**src/rtl/multi_phase_pulse_gen_if.sv**
```systemverilog
// Control and phase-bus bundle for multi_phase_pulse_gen.
// The master drives run controls and observes the phase outputs.
interface multi_phase_pulse_gen_if #(
    parameter int unsigned N     = 4,
    parameter int unsigned DIV_W = 8
);
    localparam int unsigned IDX_W = $clog2(2 * N);

    logic             en;
    logic [1:0]       mode;
    logic             dir;
    logic [DIV_W-1:0] div;
    logic [N-1:0]     q;
    logic [IDX_W-1:0] phase_idx;
    logic             tick;
    logic             wrap;

    modport master (
        output en, mode, dir, div,
        input  q, phase_idx, tick, wrap
    );

    modport slave (
        input  en, mode, dir, div,
        output q, phase_idx, tick, wrap
    );
endinterface

```
**src/rtl/multi_phase_pulse_gen.sv**
```systemverilog
// N-phase pulse/sequence generator: prescaled step index decoded to one-hot ring,
// Johnson or ping-pong patterns, with tick and wrap strobes aligned to the new q.
module multi_phase_pulse_gen #(
    parameter int unsigned N     = 4,
    parameter int unsigned DIV_W = 8
) (
    input logic                    clk,
    input logic                    rs,
    multi_phase_pulse_gen_if.slave bus
);
    localparam int unsigned IDX_W = $clog2(2 * N);

    logic [DIV_W-1:0] cnt_q, cnt_d;
    logic [IDX_W-1:0] k_q, k_d;
    logic [N-1:0]     q_q, q_d;
    logic [1:0]       mode_q, mode_d;
    logic             tick_q, tick_d;
    logic             wrap_q, wrap_d;

    function automatic logic [N-1:0] decode(input logic [1:0] m, input logic [IDX_W-1:0] k);
        int unsigned ki;
        int unsigned p;
        logic [N-1:0] r;
        ki = int'(k);
        p  = (ki < N) ? ki : 2 * N - 2 - ki;
        r  = '0;
        for (int unsigned i = 0; i < N; i++) begin
            case (m)
                2'b00:   r[i] = (i == ki);
                // Johnson: fill from bit 0 upward, then drain from bit 0 upward
                2'b01:   r[i] = (ki < N) ? (i <= ki) : (i > ki - N);
                2'b10:   r[i] = (i == p);
                default: r[i] = 1'b0;
            endcase
        end
        return r;
    endfunction

    function automatic logic [IDX_W-1:0] seq_last(input logic [1:0] m);
        case (m)
            2'b00:   return IDX_W'(N - 1);
            2'b01:   return IDX_W'(2 * N - 1);
            2'b10:   return IDX_W'(2 * N - 3);
            default: return '0;
        endcase
    endfunction

    always_comb begin
        cnt_d  = cnt_q;
        k_d    = k_q;
        q_d    = q_q;
        mode_d = mode_q;
        tick_d = 1'b0;
        wrap_d = 1'b0;
        if (bus.mode != mode_q) begin
            // Mode change reloads the sequence regardless of en
            mode_d = bus.mode;
            cnt_d  = '0;
            k_d    = '0;
            q_d    = decode(bus.mode, '0);
        end else if (bus.en && (mode_q != 2'b11)) begin
            if (cnt_q >= bus.div) begin
                cnt_d  = '0;
                tick_d = 1'b1;
                if (!bus.dir) begin
                    if (k_q == seq_last(mode_q)) begin
                        k_d    = '0;
                        wrap_d = 1'b1;
                    end else begin
                        k_d = k_q + 1'b1;
                    end
                end else begin
                    if (k_q == '0) begin
                        k_d    = seq_last(mode_q);
                        wrap_d = 1'b1;
                    end else begin
                        k_d = k_q - 1'b1;
                    end
                end
                q_d = decode(mode_q, k_d);
            end else begin
                cnt_d = cnt_q + 1'b1;
            end
        end
    end

    always_ff @(posedge clk) begin
        if (!rs) begin
            cnt_q  <= '0;
            k_q    <= '0;
            q_q    <= N'(1);
            mode_q <= 2'b00;
            tick_q <= 1'b0;
            wrap_q <= 1'b0;
        end else begin
            cnt_q  <= cnt_d;
            k_q    <= k_d;
            q_q    <= q_d;
            mode_q <= mode_d;
            tick_q <= tick_d;
            wrap_q <= wrap_d;
        end
    end

    assign bus.q         = q_q;
    assign bus.phase_idx = k_q;
    assign bus.tick      = tick_q;
    assign bus.wrap      = wrap_q;
endmodule

```
**src/flat_wrapper.sv**
```systemverilog
// flat-port wrapper written by rule: the top's interface ports become plain ports
module multi_phase_pulse_gen_flat 
#(
    parameter int unsigned N     = 4,
    parameter int unsigned DIV_W = 8
)
  (clk, rs, bus_en, bus_mode, bus_dir, bus_div, bus_q, bus_phase_idx, bus_tick, bus_wrap);
  multi_phase_pulse_gen_if #(.N(N), .DIV_W(DIV_W)) bus_i ();
  input logic clk;
  input logic rs;
  input wire logic [$bits(bus_i.en)-1:0] bus_en;
  input wire logic [$bits(bus_i.mode)-1:0] bus_mode;
  input wire logic [$bits(bus_i.dir)-1:0] bus_dir;
  input wire logic [$bits(bus_i.div)-1:0] bus_div;
  output wire logic [$bits(bus_i.q)-1:0] bus_q;
  output wire logic [$bits(bus_i.phase_idx)-1:0] bus_phase_idx;
  output wire logic [$bits(bus_i.tick)-1:0] bus_tick;
  output wire logic [$bits(bus_i.wrap)-1:0] bus_wrap;
  assign bus_i.en = bus_en;
  assign bus_i.mode = bus_mode;
  assign bus_i.dir = bus_dir;
  assign bus_i.div = bus_div;
  assign bus_q = bus_i.q;
  assign bus_phase_idx = bus_i.phase_idx;
  assign bus_tick = bus_i.tick;
  assign bus_wrap = bus_i.wrap;
  multi_phase_pulse_gen #(.N(N), .DIV_W(DIV_W)) u_core (.clk(clk), .rs(rs), .bus(bus_i));
endmodule
```
**config.mk**
```make
export PLATFORM = sky130hd
export DESIGN_NAME = multi_phase_pulse_gen_flat
export DESIGN_NICKNAME = d
export VERILOG_FILES = /design/src/rtl/multi_phase_pulse_gen_if.sv /design/src/rtl/multi_phase_pulse_gen.sv /design/src/flat_wrapper.sv
export SDC_FILE = /design/constraint.sdc
export NUM_CORES = 1
export LEC_CHECK = 0
export ABC_AREA = 1
export BUFFER_PORTS_ARGS = -buffer_cell sky130_fd_sc_hd__buf_2
export CAP_MARGIN = 20
export CORE_MARGIN = 3
export CORE_UTILIZATION = 40
export CTS_CLUSTER_SIZE = 12
export DETAILED_ROUTE_END_ITERATION = 6
export PLACE_DENSITY_LB_ADDON = 0.15
export RECOVER_POWER = 100
export SYNTH_ARGS = -nofsm -noshare
export SYNTH_HDL_FRONTEND = slang
export SYNTH_SLANG_ARGS = --single-unit
```
**constraint.sdc**
```tcl
create_clock -name clk -period 4.5 [get_ports clk]
set_input_delay 0 -clock clk [delete_from_list [all_inputs] [get_ports clk]]
set_output_delay 0 -clock clk [all_outputs]
set_load 0.1 [all_outputs]
```
== Yosys cells after proc, flatten, opt, wreduce, memory -nomap -nowiden ==
Index checks and enable logic that the tools add are counted.
Operators by class
  add/subtract/negate cells: 5
  bitwise logic cells: 3
  muxes and demuxes: 29
  equal/unequal tests: 13
  reduce and logical (&&, ||, !) cells: 14
  $lt $le $gt $ge: 9
Operators with widths (count)
  $eq 2x32->1 const A: 2
  $gt 1x32->1 const A: 2
  $gt 2x32->1 const A: 2
  $eq 1x32->1 const A: 1
  $logic_not 32->1: 1
  $mux 32: 1
  $mux 3: 10
  $mux 1: 12
  $pmux 1 s3: 4
  $pmux 3 s3: 1
  $add 8x1->8 const B: 1
  $ge 8x8->1: 1
  $mux 8: 1
  $eq 2x3->1 const A: 2
  $le 2x3->1 const A: 2
  $logic_not 3->1: 2
  $reduce_or 3->1: 2
  $eq 2x1->1 const B: 2
  $eq 2x2->1 const B: 2
  $logic_not 2->1: 2
  $reduce_and 2->1: 2
  $reduce_bool 2->1: 2
  $reduce_or 4->1: 1
  $sub 3x3->4 const A: 1
  12 further kinds: 14
Storage, ports and cells
  word-level logic and storage cells: 80
  output and inout bits: 9
  register bits: 19
  input bits: 14

== Logic depth before layout (Yosys ltp) ==
  depth in word-level cells: 19
  mapped depth: 19
  depth with buffers taken out: 19

== Least setup slack after synthesis ==
Ideal clock, no wire load.
  path kind: register to register
  from: register u_core.k_q[1], in the netlist u_core.bus.phase_idx[1]
  to: register u_core.q_q[0], in the netlist u_core.bus.q[0]
  data required time: 4.380 ns
  cell stages (with the launch flop): 16
  period minus slack after synthesis: 2.641 ns
  path slack: 1.859 ns
  path buffers: 0
  arrival time: 2.521 ns
  library setup time: 0.120 ns
  path through: dfxtp_1 > inv_1 > ha_1 > a21oi_1 > nand2_1 > nand2_2 > nand3_2 > inv_2 > ha_1 > inv_1 > nand3_1 > inv_1 > nand3_1 > nand2_1 > nand3_1 > nand2_1
Between the ends
  longest elaborated chain between the ends: 13
  elaborated cells between the ends (all ways): 22
  those cells by class: add/sub: 4; order compare: 2; eq/ne: 1; mux: 12; reduce/logical: 3
RTL lines
  from (decl): line multi_phase_pulse_gen.sv:14  | logic [IDX_W-1:0] k_q, k_d;
  from (signal assigned): line multi_phase_pulse_gen.sv:97  | k_q <= k_d;
  $add 3x1->3, or another cell as far along: line multi_phase_pulse_gen.sv:70  | k_d = k_q + 1'b1;
  $mux 3 (on tied branches): line multi_phase_pulse_gen.sv:66, multi_phase_pulse_gen.sv:73
  $mux 3 *: line multi_phase_pulse_gen.sv:65  | if (!bus.dir) begin
  $mux 3 *: line multi_phase_pulse_gen.sv:62  | if (cnt_q >= bus.div) begin
  $mux 3 *: line multi_phase_pulse_gen.sv:61  | end else if (bus.en && (mode_q != 2'b11)) begin
  $mux 3 *: line multi_phase_pulse_gen.sv:55  | if (bus.mode != mode_q) begin
  $sub 3x3->4, or another cell as far along: line multi_phase_pulse_gen.sv:31  | 2'b01: r[i] = (ki < N) ? (i <= ki) : (i > ki - N);
  $gt 1x32->1 / $mux 32 (equally long branches): line multi_phase_pulse_gen.sv:31, multi_phase_pulse_gen.sv:25
  $mux 1 / $logic_not 32->1 (equally long branches): line multi_phase_pulse_gen.sv:31, multi_phase_pulse_gen.sv:32
  $pmux 1 s3 *: line multi_phase_pulse_gen.sv:28  | case (m)
  $mux 1 *: line multi_phase_pulse_gen.sv:62
  $mux 1 *: line multi_phase_pulse_gen.sv:61
  $mux 1 *: line multi_phase_pulse_gen.sv:55
  to (signal assigned): line multi_phase_pulse_gen.sv:98  | q_q <= q_d;
  to (decl): line multi_phase_pulse_gen.sv:15  | logic [N-1:0] q_q, q_d;
Mark *: on every way between the ends. The rest lies on a longest branch, timed or not. The select of a mux whose other input is x is not followed.
A chain may end at the register's enable or synchronous reset.

== Worst setup path after layout ==
  from: register u_core.mode_q[0]
  to: register u_core.q_q[0], in the netlist u_core.bus.q[0]
Between the ends
  longest elaborated chain between the ends: 19
  elaborated cells between the ends (all ways): 33
  those cells by class: add/sub: 2; order compare: 2; eq/ne: 5; mux: 17; reduce/logical: 7
RTL lines
  from (decl): line multi_phase_pulse_gen.sv:16  | logic [1:0] mode_q, mode_d;
  from (signal assigned): line multi_phase_pulse_gen.sv:99  | mode_q <= mode_d;
  $eq 2x2->1, or another cell as far along: line multi_phase_pulse_gen.sv:28, multi_phase_pulse_gen.sv:40
  $pmux 3 s3: line multi_phase_pulse_gen.sv:40  | case (m)
  $mux 3: line multi_phase_pulse_gen.sv:65
  $mux 3: line multi_phase_pulse_gen.sv:62
  $mux 3: line multi_phase_pulse_gen.sv:61
  $mux 3: line multi_phase_pulse_gen.sv:55
  $eq 3x3->1: line multi_phase_pulse_gen.sv:66  | if (k_q == seq_last(mode_q)) begin
  $mux 3: line multi_phase_pulse_gen.sv:66
  (+3 left out)
  $mux 3: line multi_phase_pulse_gen.sv:55
  $sub 3x3->4, or another cell as far along: line multi_phase_pulse_gen.sv:31
  $gt 1x32->1 / $mux 32 (equally long branches): line multi_phase_pulse_gen.sv:31, multi_phase_pulse_gen.sv:25
  $mux 1 / $logic_not 32->1 (equally long branches): line multi_phase_pulse_gen.sv:31, multi_phase_pulse_gen.sv:32
  $pmux 1 s3: line multi_phase_pulse_gen.sv:28
  $mux 1: line multi_phase_pulse_gen.sv:62
  $mux 1: line multi_phase_pulse_gen.sv:61
  $mux 1: line multi_phase_pulse_gen.sv:55
Several ways; a longest one is shown, not always the timed one. The select of a mux whose other input is x is not followed.

==> out/qor.yml <==
placed_design:
  dp_slack_ns: 2.28
  gp_congestion: 0.871
  port_buffers: 22
  hpwl_mm: 2.52
power_and_ir_drop:
  p_total_uw: 373
  ir_drop_uv: 147
  powerDensity_nw_per_um2: 214
  power_leakage_nw: 0.904
detailed_routing:
  routed_wl_mm: 3.11
  vias: 1381
  avgViaCountPerCell: 4.65
  ant_nets: 0
  drt_pass1_iterations: 4
  drc: 0
  routedWlPerCell_um: 10.5
  drtIter0Drc: 62
critical_path:
  crit_required_ns: 4.65
  crit_type: "register to register"
  worstPathArrival_ns: 2.41
  path_max_fanout: 5
  cp-end-kind: "register"
  cp-start-kind: "register"
sta:
  setup_tns_ns: 0
  slew_viol_final: 0
  slew_headroom_pct: 22.5
  setup_viol: 0
  rsz0062_at_grt: "false"
  max_clock_freq_mhz: 443
  skew_ns: 0.00371
  worst_slack_ns: 2.24
  post-route-min-period_ns: 2.26
  hold_violations: 0
  finalCritPeriodShare_pct: 50.2
  tightestPinTransition_ns: 1.17
global_route:
  grt_first_pass_wirelength_mm: 5.23
  antenna_found_initial: 0
  grt_max_degree: 12
  grt_pass1_vias: 1161
  grt_use_total_pct: 14.8
  gr-total-overflow: 0
synthesis:
  synth_warnings: 0
  synth_top_area_share_pct: 24.9
  ys.flop_type: "dfxtp_1"
  synth-seq-cells: 19
  syn-instance-count: 223
  ys_seq_area_share_pct: 24.9
  synthTopCellsByCount: "55 x nand2_1, 35 x inv_1, 20 x ha_1"
  ys_types: 29
  synth.most_common_cell: "nand2_1"
  synth_area_leaders: "dfxtp_1 25%, ha_1 16%, nand2_1 14%"
  synthArstFlopShare_pct: 0
  yosysTopAreaCell: "dfxtp_1"
  syn_nets: 257
  netlist_area_um2: 1530
  avgSynthCellArea_um2: 6.86
  synth_edf_count: 0
clock_tree:
  post_cts_buffers: 0
  cts_buffer_depth: 2
  cts_tree: "yes"
  cts_root_buffer: "clkbuf_8"
  clk_pin_slew_ns: 0.07
  clkSinkCount: 19
  postCtsHoldBufs: 3
  cts_resized: 0
  insertion_delay_ns: 0.26
  h-tree-depth: 1
  cts_inserted_buffers: 3
die:
  io_pins: 23
  die-area_um2: 4600
  rows: 21
  initial_core_util_pct: 43.8
  die_w_um: 67.8
  core_area_um2: 3490
  die_y_um: 67.8
final_layout:
  fill_cells: 373
  drive_above_1_share_pct: 15.1
  nets: 286
  area_growth_pct: 13.7
  insertedDiodeCount: 0
status:
  outcome: "completed"
job:
  cap_violations: 0
hold_path:
  hold_path.class: "input port to register"
worst max-delay path, stage by stage (launching register included):
cell and delay (ns):
dfxtp_1 0.41, inv_1 0.09, ha_1 0.34, inv_1 0.08, nand2_1 0.06, and2_1 0.14, nand3_1 0.06, nor2_1 0.06
nor2_1 0.27, ha_1 0.21, inv_1 0.05, nand3_1 0.07, inv_1 0.06, nand3_1 0.09, nand2_1 0.06, nand3_1 0.07
nand2_1 0.06
metrics by stage:
| step | hold WS [ns] | util (%) | cell area [um2] | cells |
|---|---|---|---|---|
| 2_1_floorplan | 0.0935 | - | 1530 | 223 |
| 3_3_place_gp | 0.219 | 48.2 | 1690 | 290 |
| 3_5_place_dp | 0.217 | 48.2 | 1690 | 290 |
| 4_1_cts | 0.0853 | 50.4 | 1760 | 297 |
| 5_1_grt | 0.110 | 49.8 | 1740 | 297 |
| 6_report | 0.0897 | 49.8 | 1740 | 297 |
routing by layer:
| layer | part of all wire (%) | track usage (%) | wire, um |
|---|---|---|---|
| met4 | 0.87 | 3.72 | 27 |
| met3 | 5.5 | 3.94 | 170 |
| met5 | 0 | 0 | 0 |
| met2 | 39 | 20.5 | 1210 |
| met1 | 55 | 22.3 | 1690 |
final timing paths:
path	start	to	slack, ns	cells past startpoint
max	u_core.mode_q[0]	u_core.bus.q[0]	2.24	16
min	bus_mode[1]	u_core.bus.q[0]	0.09	4
max reg2reg	u_core.mode_q[0]	u_core.bus.q[0]	2.24	16
min reg2reg	u_core.bus.q[2]	u_core.bus.q[2]	0.47	2
cells by family (layout without fill, tap and decap cells):
family,Yosys count,after routing,synth area share (%)
buffers and inverters,43,71,11.0
and+or+nand+nor,112,112,35.4
adders and majority gates,20,20,16.4
xor gates and xnor gates,6,6,3.44
DFF,19,19,24.9
AOI/OAI and AO/OA,23,23,8.84
report_power, final:
group / total, mW / internal [mW] / switching, mW
registers: 0.173 / 0.170 / 0.00223
clock network: 0.118 / 0.0616 / 0.0566
logic: 0.0817 / 0.0286 / 0.0531
total: 0.373 / 0.261 / 0.112
registers in the layout, indices dropped and copies added (netlist names):
signal	count
u_core.bus.tick	1
u_core.bus.phase_idx	3
u_core.bus.wrap	1
u_core.cnt_q	8
u_core.bus.q	4
u_core.mode_q	2
cell type report:
class,count,area (um2),share of cell area [%]
clock buffer,3,41.3,2.37
clock inverter,1,5.00,0.288
inverter,42,158,9.06
multi-input combinational,161,970,55.8
sequential,19,380,21.9
tap,46,57.6,3.31
timing repair buffer,25,128,7.34
placed cells by master (no fill, tap or decap), types with 7 or more instances in the layout:
| master | netlist | routed |
|---|---|---|
| buf_2 | 0 | 12 |
| clkbuf_1 | 0 | 10 |
| nand2_1 | 55 | 55 |
| dfxtp_1 | 19 | 19 |
| a21oi_1 | 10 | 10 |
| inv_2 | 7 | 7 |
| inv_1 | 35 | 35 |
| nor2_1 | 15 | 17 |
| ha_1 | 20 | 20 |
| nand3_1 | 18 | 18 |
Note: power is estimated with default switching activity, not from simulation.
